$ cat config.mk
export PLATFORM = sky130hd
export DESIGN_NAME = pix_match
export DESIGN_NICKNAME = d
export VERILOG_FILES = /design/src/rtl/cnn_pkg.sv /design/src/rtl/pix_match.sv
export SDC_FILE = /design/constraint.sdc
export NUM_CORES = 1
export LEC_CHECK = 0
export ABC_AREA = 0
export CAP_MARGIN = 20
export CORE_AREA = 2 2 39 41
export DETAILED_ROUTE_END_ITERATION = 8
export DIE_AREA = 0 0 41 43
export PLACE_DENSITY_LB_ADDON = 0.3
export RECOVER_POWER = 100
export SLEW_MARGIN = 20
export SYNTH_ARGS = -nofsm -noshare
export SYNTH_HDL_FRONTEND = slang
export SYNTH_SLANG_ARGS = --single-unit
export TNS_END_PERCENT = 20
$ cat constraint.sdc
create_clock -name vclk -period 2.1
set_clock_uncertainty 0.2 [all_clocks]
set_input_delay 0.315 -clock vclk [all_inputs]
set_output_delay 0.315 -clock vclk [all_outputs]
set_load 0.05 [all_outputs]
$ cat src/rtl/cnn_pkg.sv
// Shared definitions for the CNN output-path blocks: checker state
// encoding, RGB565 field positions and the default image geometry.
package cnn_pkg;

  typedef enum logic [1:0] {
    IDLE  = 2'd0,
    RUN   = 2'd1,
    DRAIN = 2'd2,
    DONE  = 2'd3
  } chkState_t;

  localparam int RED_HI = 15;
  localparam int RED_LO = 11;
  localparam int GRN_HI = 10;
  localparam int GRN_LO = 5;
  localparam int BLU_HI = 4;
  localparam int BLU_LO = 0;

  localparam int DEFAULT_IMG_W = 480;
  localparam int DEFAULT_IMG_H = 272;

endpackage

$ cat src/rtl/pix_match.sv
// Combinational per-pixel comparator for frame_stream_checker.
// With FRAME_CHK_TOL_EN defined, each RGB565 channel may differ by up to
// TOL; otherwise pixels must be bit-exact.
module pix_match
  import cnn_pkg::*;
#(
  parameter int PIX_W = 16,
  parameter int TOL   = 1
) (
  input  logic [PIX_W-1:0] expPix,
  input  logic [PIX_W-1:0] gotPix,
  output logic             isMatch
);

`ifdef FRAME_CHK_TOL_EN
  logic [RED_HI-RED_LO+1:0] redDiff;
  logic [GRN_HI-GRN_LO+1:0] grnDiff;
  logic [BLU_HI-BLU_LO+1:0] bluDiff;

  // Absolute channel differences, computed one bit wider than each field
  // by always subtracting the smaller value from the larger one.
  always_comb begin
    redDiff = (expPix[RED_HI:RED_LO] >= gotPix[RED_HI:RED_LO]) ?
              {1'b0, expPix[RED_HI:RED_LO]} - {1'b0, gotPix[RED_HI:RED_LO]} :
              {1'b0, gotPix[RED_HI:RED_LO]} - {1'b0, expPix[RED_HI:RED_LO]};
    grnDiff = (expPix[GRN_HI:GRN_LO] >= gotPix[GRN_HI:GRN_LO]) ?
              {1'b0, expPix[GRN_HI:GRN_LO]} - {1'b0, gotPix[GRN_HI:GRN_LO]} :
              {1'b0, gotPix[GRN_HI:GRN_LO]} - {1'b0, expPix[GRN_HI:GRN_LO]};
    bluDiff = (expPix[BLU_HI:BLU_LO] >= gotPix[BLU_HI:BLU_LO]) ?
              {1'b0, expPix[BLU_HI:BLU_LO]} - {1'b0, gotPix[BLU_HI:BLU_LO]} :
              {1'b0, gotPix[BLU_HI:BLU_LO]} - {1'b0, expPix[BLU_HI:BLU_LO]};
  end

  assign isMatch = (redDiff <= (RED_HI-RED_LO+2)'(TOL)) &&
                   (grnDiff <= (GRN_HI-GRN_LO+2)'(TOL)) &&
                   (bluDiff <= (BLU_HI-BLU_LO+2)'(TOL));
`else
  // Exact comparison; a negative TOL is treated as "nothing can match".
  assign isMatch = (expPix == gotPix) && (TOL >= 0);
`endif

endmodule

==> metrics.log, run 1 <==
[metrics] result of the run: finished clean
[metrics] final-layout clock buffer total: 0
[metrics] Critical Path, Cell by Cell: clkdlybuf4s50_1, xnor2_1, nand4_1, nor4_4, buf_12
[metrics] number of library cell types mapped by synthesis: 3
[metrics] total core area: 0.00138 sq mm
[metrics] Die Y-Extent: 43 microns
[metrics] CP startpoint kind: input pin
[metrics] Period Utilization, post-route: 0.938
[metrics] slowest stage cell on the critical path: sky130_fd_sc_hd__clkdlybuf4s50_1
[metrics] peak supply drop: 0.0000440 V
[metrics] weighted congestion reported at the end of routability-driven placement: 0.543
[metrics] overall die area: 0.00176 sq mm
[metrics] final period demand of the worst path: 1970 ps
[metrics] met2 layer usage reported by global route: 0.134
[metrics] antenna violations before repair: 0
[metrics] layout overhead on the synthesized area: 208%
[metrics] fmax: 0.507 GHz
[metrics] met1 capacity usage during global routing: 0.0759
[metrics] delay of the slowest cell on the worst path: 470 ps
[metrics] count of buffer and inverter cells on the critical path: 2
[metrics] # diodes: 0
[metrics] Global Route Usage Sum: 0.0669
[metrics] leakage power summed over all cells: 0.276 nW
[metrics] number of failing setup endpoints in the final timing report: 0
[metrics] most area-hungry cell type in the Yosys netlist: sky130_fd_sc_hd__xnor2_1
[metrics] footprint of the flip-flops and latches: 0 sq um
[metrics] Boundary Pins: 33
[metrics] number of warnings reported in the yosys synthesis log: 0
[metrics] routed wire length: 585 microns
[metrics] Post-layout nets: 88
[metrics] sum of overflow across all layers after global routing: 0
[metrics] final slew viol count: 0
[metrics] starting density of the core: 0.128
[metrics] layout cells sized above 1: 0.0370
[metrics] delay-heaviest family, CP: buffers and inverters
[metrics] Filler cells: 165
[metrics] number of sequential cells: 0
[metrics] maximum number of pins on one net before global-route repair: 2
[metrics] most instantiated cells after synthesis: sky130_fd_sc_hd__xnor2_1 (16), sky130_fd_sc_hd__nand4_1 (4), sky130_fd_sc_hd__nor4_2 (1)
[metrics] number of core rows: 14
[metrics] Global Route met3 Usage: 0
[metrics] count of nets left with antenna violations after detail routing: 0
[metrics] chip width: 41 microns
[metrics] number of maximum-capacitance violations: 0
[metrics] post-detailed-route DRC marker count: 0
[metrics] placed instance area: 538 sq um
[metrics] largest cells by area after synthesis: sky130_fd_sc_hd__xnor2_1 (79%), sky130_fd_sc_hd__nand4_1 (14%), sky130_fd_sc_hd__nor4_2 (7.0%)
[metrics] via count of the first global-routing pass: 241
[metrics] DPL Wire Length: 553 microns
[metrics] Vias: 271
[metrics] headroom to the max-slew limit: 0.828
[metrics] data arrival time of the critical path: 1460 ps
[metrics] Worst Max-Slew Pin Slew: 255 ps
[metrics] worst setup path startpoint: gotPix[1]
[metrics] count of endpoints failing hold in the final timing report: 0
[metrics] crit end category: primary output
[metrics] most used standard cell by instance count after synthesis: sky130_fd_sc_hd__xnor2_1
[metrics] worst hold start: gotPix[15]
[metrics] fraction of the yosys area taken by sequential cells: 0
[metrics] worst endpoint required time: 1580 ps
[metrics] combined area of all synthesized cells: 178 sq um
[metrics] power density of the placed cells: 155 mW/mm^2
[metrics] Synth Instances: 21
[metrics] proportion of netlist area held by the largest area contributor: 0.789
[metrics] mean cell area of the mapped netlist: 8.46 sq um
[metrics] Critical Setup Path Class: in2out
[metrics] number of DRC markers after the initial detailed-route iteration: 1
[metrics] total iterations of the first detailed-routing run: 2
[metrics] PortBufs: 33
[metrics] Crit Path Max Fanout: 1
[metrics] global-route wire length before repair: 869 microns
[metrics] unrepaired setup endpoints after global routing: false
[metrics] number of vias per cell after detailed routing: 3.87
[metrics] routing layer with the top usage in global route: met2
[metrics] wire length per cell after detailed routing: 8.36 microns
[metrics] cell area after layout: 547 sq um
[metrics] nets in the synthesized netlist: 53
[metrics] Finished Core Util: 0.395
[metrics] path class of the lowest-slack min-delay path: in2out
layout by cell type, fill, tap and decap left out:
cell                              instances
sky130_fd_sc_hd__buf_12                   1
sky130_fd_sc_hd__nor4_4                   1
sky130_fd_sc_hd__clkdlybuf4s50_1          8
sky130_fd_sc_hd__nand4_1                  4
sky130_fd_sc_hd__xnor2_1                 16
sky130_fd_sc_hd__dlygate4sd2_1           16
sky130_fd_sc_hd__dlymetal6s2s_1           8
worst paths after layout:
| kind | to | cells past startpoint |
|---|---|---|
| setup / recovery | isMatch | 5 |
| hold / removal | isMatch | 5 |
cell families after synthesis:
family | count (synthesis) | share of synthesized area
XOR/XNOR | 16 | 0.789
AND/OR/NAND/NOR | 5 | 0.211
report_power, final:
group          total [mW]  leakage (nW)  internal [mW]  switching, mW
Sequential              0             0              0              0
Combinational      0.0848         0.276         0.0599         0.0248
Clock                   0             0              0              0
Total              0.0848         0.276         0.0599         0.0248
through the flow:
stage          power [mW]  setup slack, ps  TNS, ps  hold slack (ps)  instances
4_1_cts            0.0885             34.3        0             1030         70
3_5_place_dp       0.0973            -56.3    -56.3             1250         70
3_3_place_gp       0.0966            -47.9    -47.9             1250         70
2_1_floorplan      0.0299             34.2        0              656         21
5_1_grt            0.0920             44.6        0              992         70
6_report           0.0848              129        0              932         70
routing by layer:
metal	up-vias	wire [microns]
met5	-	0
met4	0	0
met3	0	85
met2	19	307
met1	113	192
li1	139	-
worst min-delay path: stages:
cell	delay (ps)
sky130_fd_sc_hd__dlymetal6s2s_1	90
sky130_fd_sc_hd__xnor2_1	70
sky130_fd_sc_hd__nand4_1	130
sky130_fd_sc_hd__nor4_4	70
sky130_fd_sc_hd__buf_12	140
repair_timing:
action	4_1_cts	5_1_grt
buffers inserted	0	0
pin swaps	11	4
endpoints found under the setup margin	1	1
hold buffers	0	0
gates resized for setup	17	8
cell type report:
type / instances / area [sq um] / share of cell area
Multi-Input combinational cell: 21 / 186 / 0.341
Timing Repair Buffer: 33 / 340 / 0.622
Tap cell: 16 / 20.0 / 0.0366
Note: power is estimated with default switching activity, not from simulation.
==> inputs of run 2 (changes only) <==
--- a/config.mk
+++ b/config.mk
@@ -6,10 +6,10 @@
 export NUM_CORES = 1
 export LEC_CHECK = 0
 export ABC_AREA = 0
-export CAP_MARGIN = 20
 export CORE_AREA = 2 2 39 41
 export DETAILED_ROUTE_END_ITERATION = 8
 export DIE_AREA = 0 0 41 43
+export MAX_ROUTING_LAYER = met4
 export PLACE_DENSITY_LB_ADDON = 0.3
 export RECOVER_POWER = 100
 export SLEW_MARGIN = 20
==> results of run 2 <==
Final layout, timing and power as in run 1 (identical DEF).
Main changes from that run: final weighted congestion in routability-driven placement 0.543 -> 0.544; overall routing resource usage 0.0669 -> 0.0686
==> inputs of run 3 (changes only) <==
==> constraint.sdc (replaced) <==
create_clock -name vclk -period 2.5
set_clock_uncertainty 0.2 [all_clocks]
set_input_delay 0.375 -clock vclk [all_inputs]
set_output_delay 0.375 -clock vclk [all_outputs]
set_load 0.05 [all_outputs]
==> run 3 against run 2 <==
Net effect: cell count is the same; first-iteration DRC count grew 100%; total power shrank 5.1%; via count shrank 3.7%; clock-buffer cell count is the same; critical path depth is the same; largest power group unchanged.
==> metrics.log, run 3 (same netlist as run 1, synthesis figures left out) <==
[metrics] count of buffer and inverter cells on the critical path: 2 (unchanged)
[metrics] PortBufs: 33 (unchanged)
[metrics] sum of overflow across all layers after global routing: 0 (unchanged)
[metrics] Filler cells: 152 (-7.9%)
[metrics] Period Utilization, post-route: 0.897
[metrics] number of DRC markers after the initial detailed-route iteration: 2 (+1)
[metrics] global-route wire length before repair: 786 microns (-9.6%)
[metrics] wire length per cell after detailed routing: 7.76 microns (-7.2%)
[metrics] CP startpoint kind: input pin
[metrics] Die Y-Extent: 43 microns (unchanged)
[metrics] layout cells sized above 1: 0.0370 (unchanged)
[metrics] delay of the slowest cell on the worst path: 470 ps (about the same)
[metrics] overall die area: 0.00176 sq mm (unchanged)
[metrics] routed wire length: 543 microns (-7.2%)
[metrics] most common cell after layout, fill and taps aside: sky130_fd_sc_hd__clkdlybuf4s50_1
[metrics] Sum Neg Setup Slack: 0 ps (unchanged)
[metrics] final-layout clock buffer total: 0 (unchanged)
[metrics] Vias: 261 (-3.7%)
[metrics] sequential fraction of design power: 0 (unchanged)
[metrics] cell total after placement: 70 (unchanged)
[metrics] Critical Setup Path Class: in2out
[metrics] Boundary Pins: 33 (unchanged)
[metrics] hold buffer count at cts: 0 (unchanged)
[metrics] total iterations of the first detailed-routing run: 2 (unchanged)
[metrics] result of the run: finished clean
[metrics] PnR Total Power: 0.0805 mW (-5.1%)
[metrics] peak supply drop: 0.0000402 V (-8.6%)
[metrics] DPL Wire Length: 547 microns (-0.96%)
[metrics] headroom to the max-slew limit: 0.782 (-0.0465)
[metrics] Finished Core Util: 0.389 (-0.00633)
[metrics] clock network fraction of total power: 0 (unchanged)
[metrics] number of vias per cell after detailed routing: 3.73 (-3.7%)
[metrics] post-detailed-route DRC marker count: 0 (unchanged)
[metrics] count of endpoints failing hold in the final timing report: 0 (unchanged)
[metrics] Crit Path Max Fanout: 1 (unchanged)
[metrics] number of failing setup endpoints in the final timing report: 0 (unchanged)
[metrics] total core area: 0.00138 sq mm (unchanged)
[metrics] chip width: 41 microns (unchanged)
[metrics] P_sw: 0.0191 mW (-23%)
[metrics] number of core rows: 14 (unchanged)
[metrics] starting density of the core: 0.128 (unchanged)
[metrics] Comb power frac: 1.000 (about the same)
[metrics] count of nets left with antenna violations after detail routing: 0 (unchanged)
[metrics] maximum number of pins on one net before global-route repair: 2 (unchanged)
[metrics] final slew viol count: 0 (unchanged)
[metrics] final period demand of the worst path: 2240 ps
[metrics] # diodes: 0 (unchanged)
[metrics] fmax: 0.446 GHz
[metrics] via count of the first global-routing pass: 234 (-2.9%)
[metrics] number of non-filler instances in the completed layout: 70 (unchanged)
[metrics] number of sequential cells: 0 (unchanged)
[metrics] crit end category: primary output
[metrics] path class of the lowest-slack min-delay path: in2out
[metrics] setup repair bufs after CTS: 0 (unchanged)
[metrics] layout overhead on the synthesized area: 203%
[metrics] hold slack: 1360 ps (+429 ps)
[metrics] quantity of gates resized following cts: 0 (-17)
[metrics] Cells on Worst Hold Path: 5 (unchanged)
[metrics] Worst Max-Slew Pin Slew: 324 ps (+69.0 ps)
[metrics] commonest cells after routing, fill and taps aside: sky130_fd_sc_hd__clkdlybuf4s50_1 (32), sky130_fd_sc_hd__xnor2_1 (16), sky130_fd_sc_hd__nand4_1 (4), sky130_fd_sc_hd__nor4_2 (1), sky130_fd_sc_hd__buf_12 (1)
[metrics] slowest stage cell on the critical path: sky130_fd_sc_hd__clkdlybuf4s50_1
[metrics] antenna violations before repair: 0 (unchanged)
[metrics] Critical Path, Cell by Cell: clkdlybuf4s50_1, xnor2_1, nand4_1, nor4_2, buf_12
[metrics] delay-heaviest family, CP: buffers and inverters
[metrics] power density of the placed cells: 150 mW/mm^2 (-3.5%)
[metrics] Global Route Usage Sum: 0.0594
[metrics] worst endpoint required time: 1920 ps (+340 ps)
[metrics] unrepaired setup endpoints after global routing: false
[metrics] leakage power summed over all cells: 0.169 nW (-39%)
[metrics] weighted congestion reported at the end of routability-driven placement: 0.545
[metrics] number of maximum-capacitance violations: 0 (unchanged)
[metrics] Int Pwr: 0.0614 mW (+2.4%)
[metrics] footprint of the flip-flops and latches: 0 sq um (unchanged)
[metrics] Post-layout nets: 88 (unchanged)
[metrics] switching share of power: 0.237 (-0.0558)
[metrics] total number of cells along the worst setup path: 5 (unchanged)
[metrics] data arrival time of the critical path: 1670 ps (+210 ps)
[run 3: cell types whose count changed in the layout (fill, tap and decap cells not counted), sizes merged]
cell / before / now
clkdlybuf4s50: 8 / 32
dlygate4sd2: 16 / 0
dlymetal6s2s: 8 / 0
[run 3: power by group through the flow]
stage                     sequential, mW  clock (mW)  combinational, mW
after floorplan                        0           0             0.0251
after global placement                 0           0             0.0812
after detailed placement               0           0             0.0817
after CTS                              0           0             0.0819
after global routing                   0           0             0.0874
final                                  0           0             0.0805
[run 3: metrics by stage]
stage	setup slack, ps	area (sq um)
after global routing	177	538
after floorplan	314	178
after detailed placement	230	538
after global placement	232	538
final	257	538
after CTS	230	538
[run 3: tightest hold or removal path, cell delays in order]
cell and delay, ps:
sky130_fd_sc_hd__clkdlybuf4s50_1 470, sky130_fd_sc_hd__xnor2_1 60, sky130_fd_sc_hd__nand4_1 80, sky130_fd_sc_hd__nor4_2 50, sky130_fd_sc_hd__buf_12 140
[run 3: area by class of cell]
type | instances | area, sq um | area share
multi-input cells | 21 | 178 | 0.330
repair buffers | 33 | 340 | 0.633
well taps | 16 | 20.0 | 0.0372
[run 3: final timing paths]
path / startpoint / end / slack, ps
worst min-delay path: expPix[7] / isMatch / 1360
worst max-delay path: expPix[3] / isMatch / 260
[run 3: per-layer routing]
metal | wire [microns] | track usage
met1 | 176 | 0.0570
met2 | 277 | 0.125
met3 | 89 | 0
met4 | 0 | 0
met5 | 0 | -
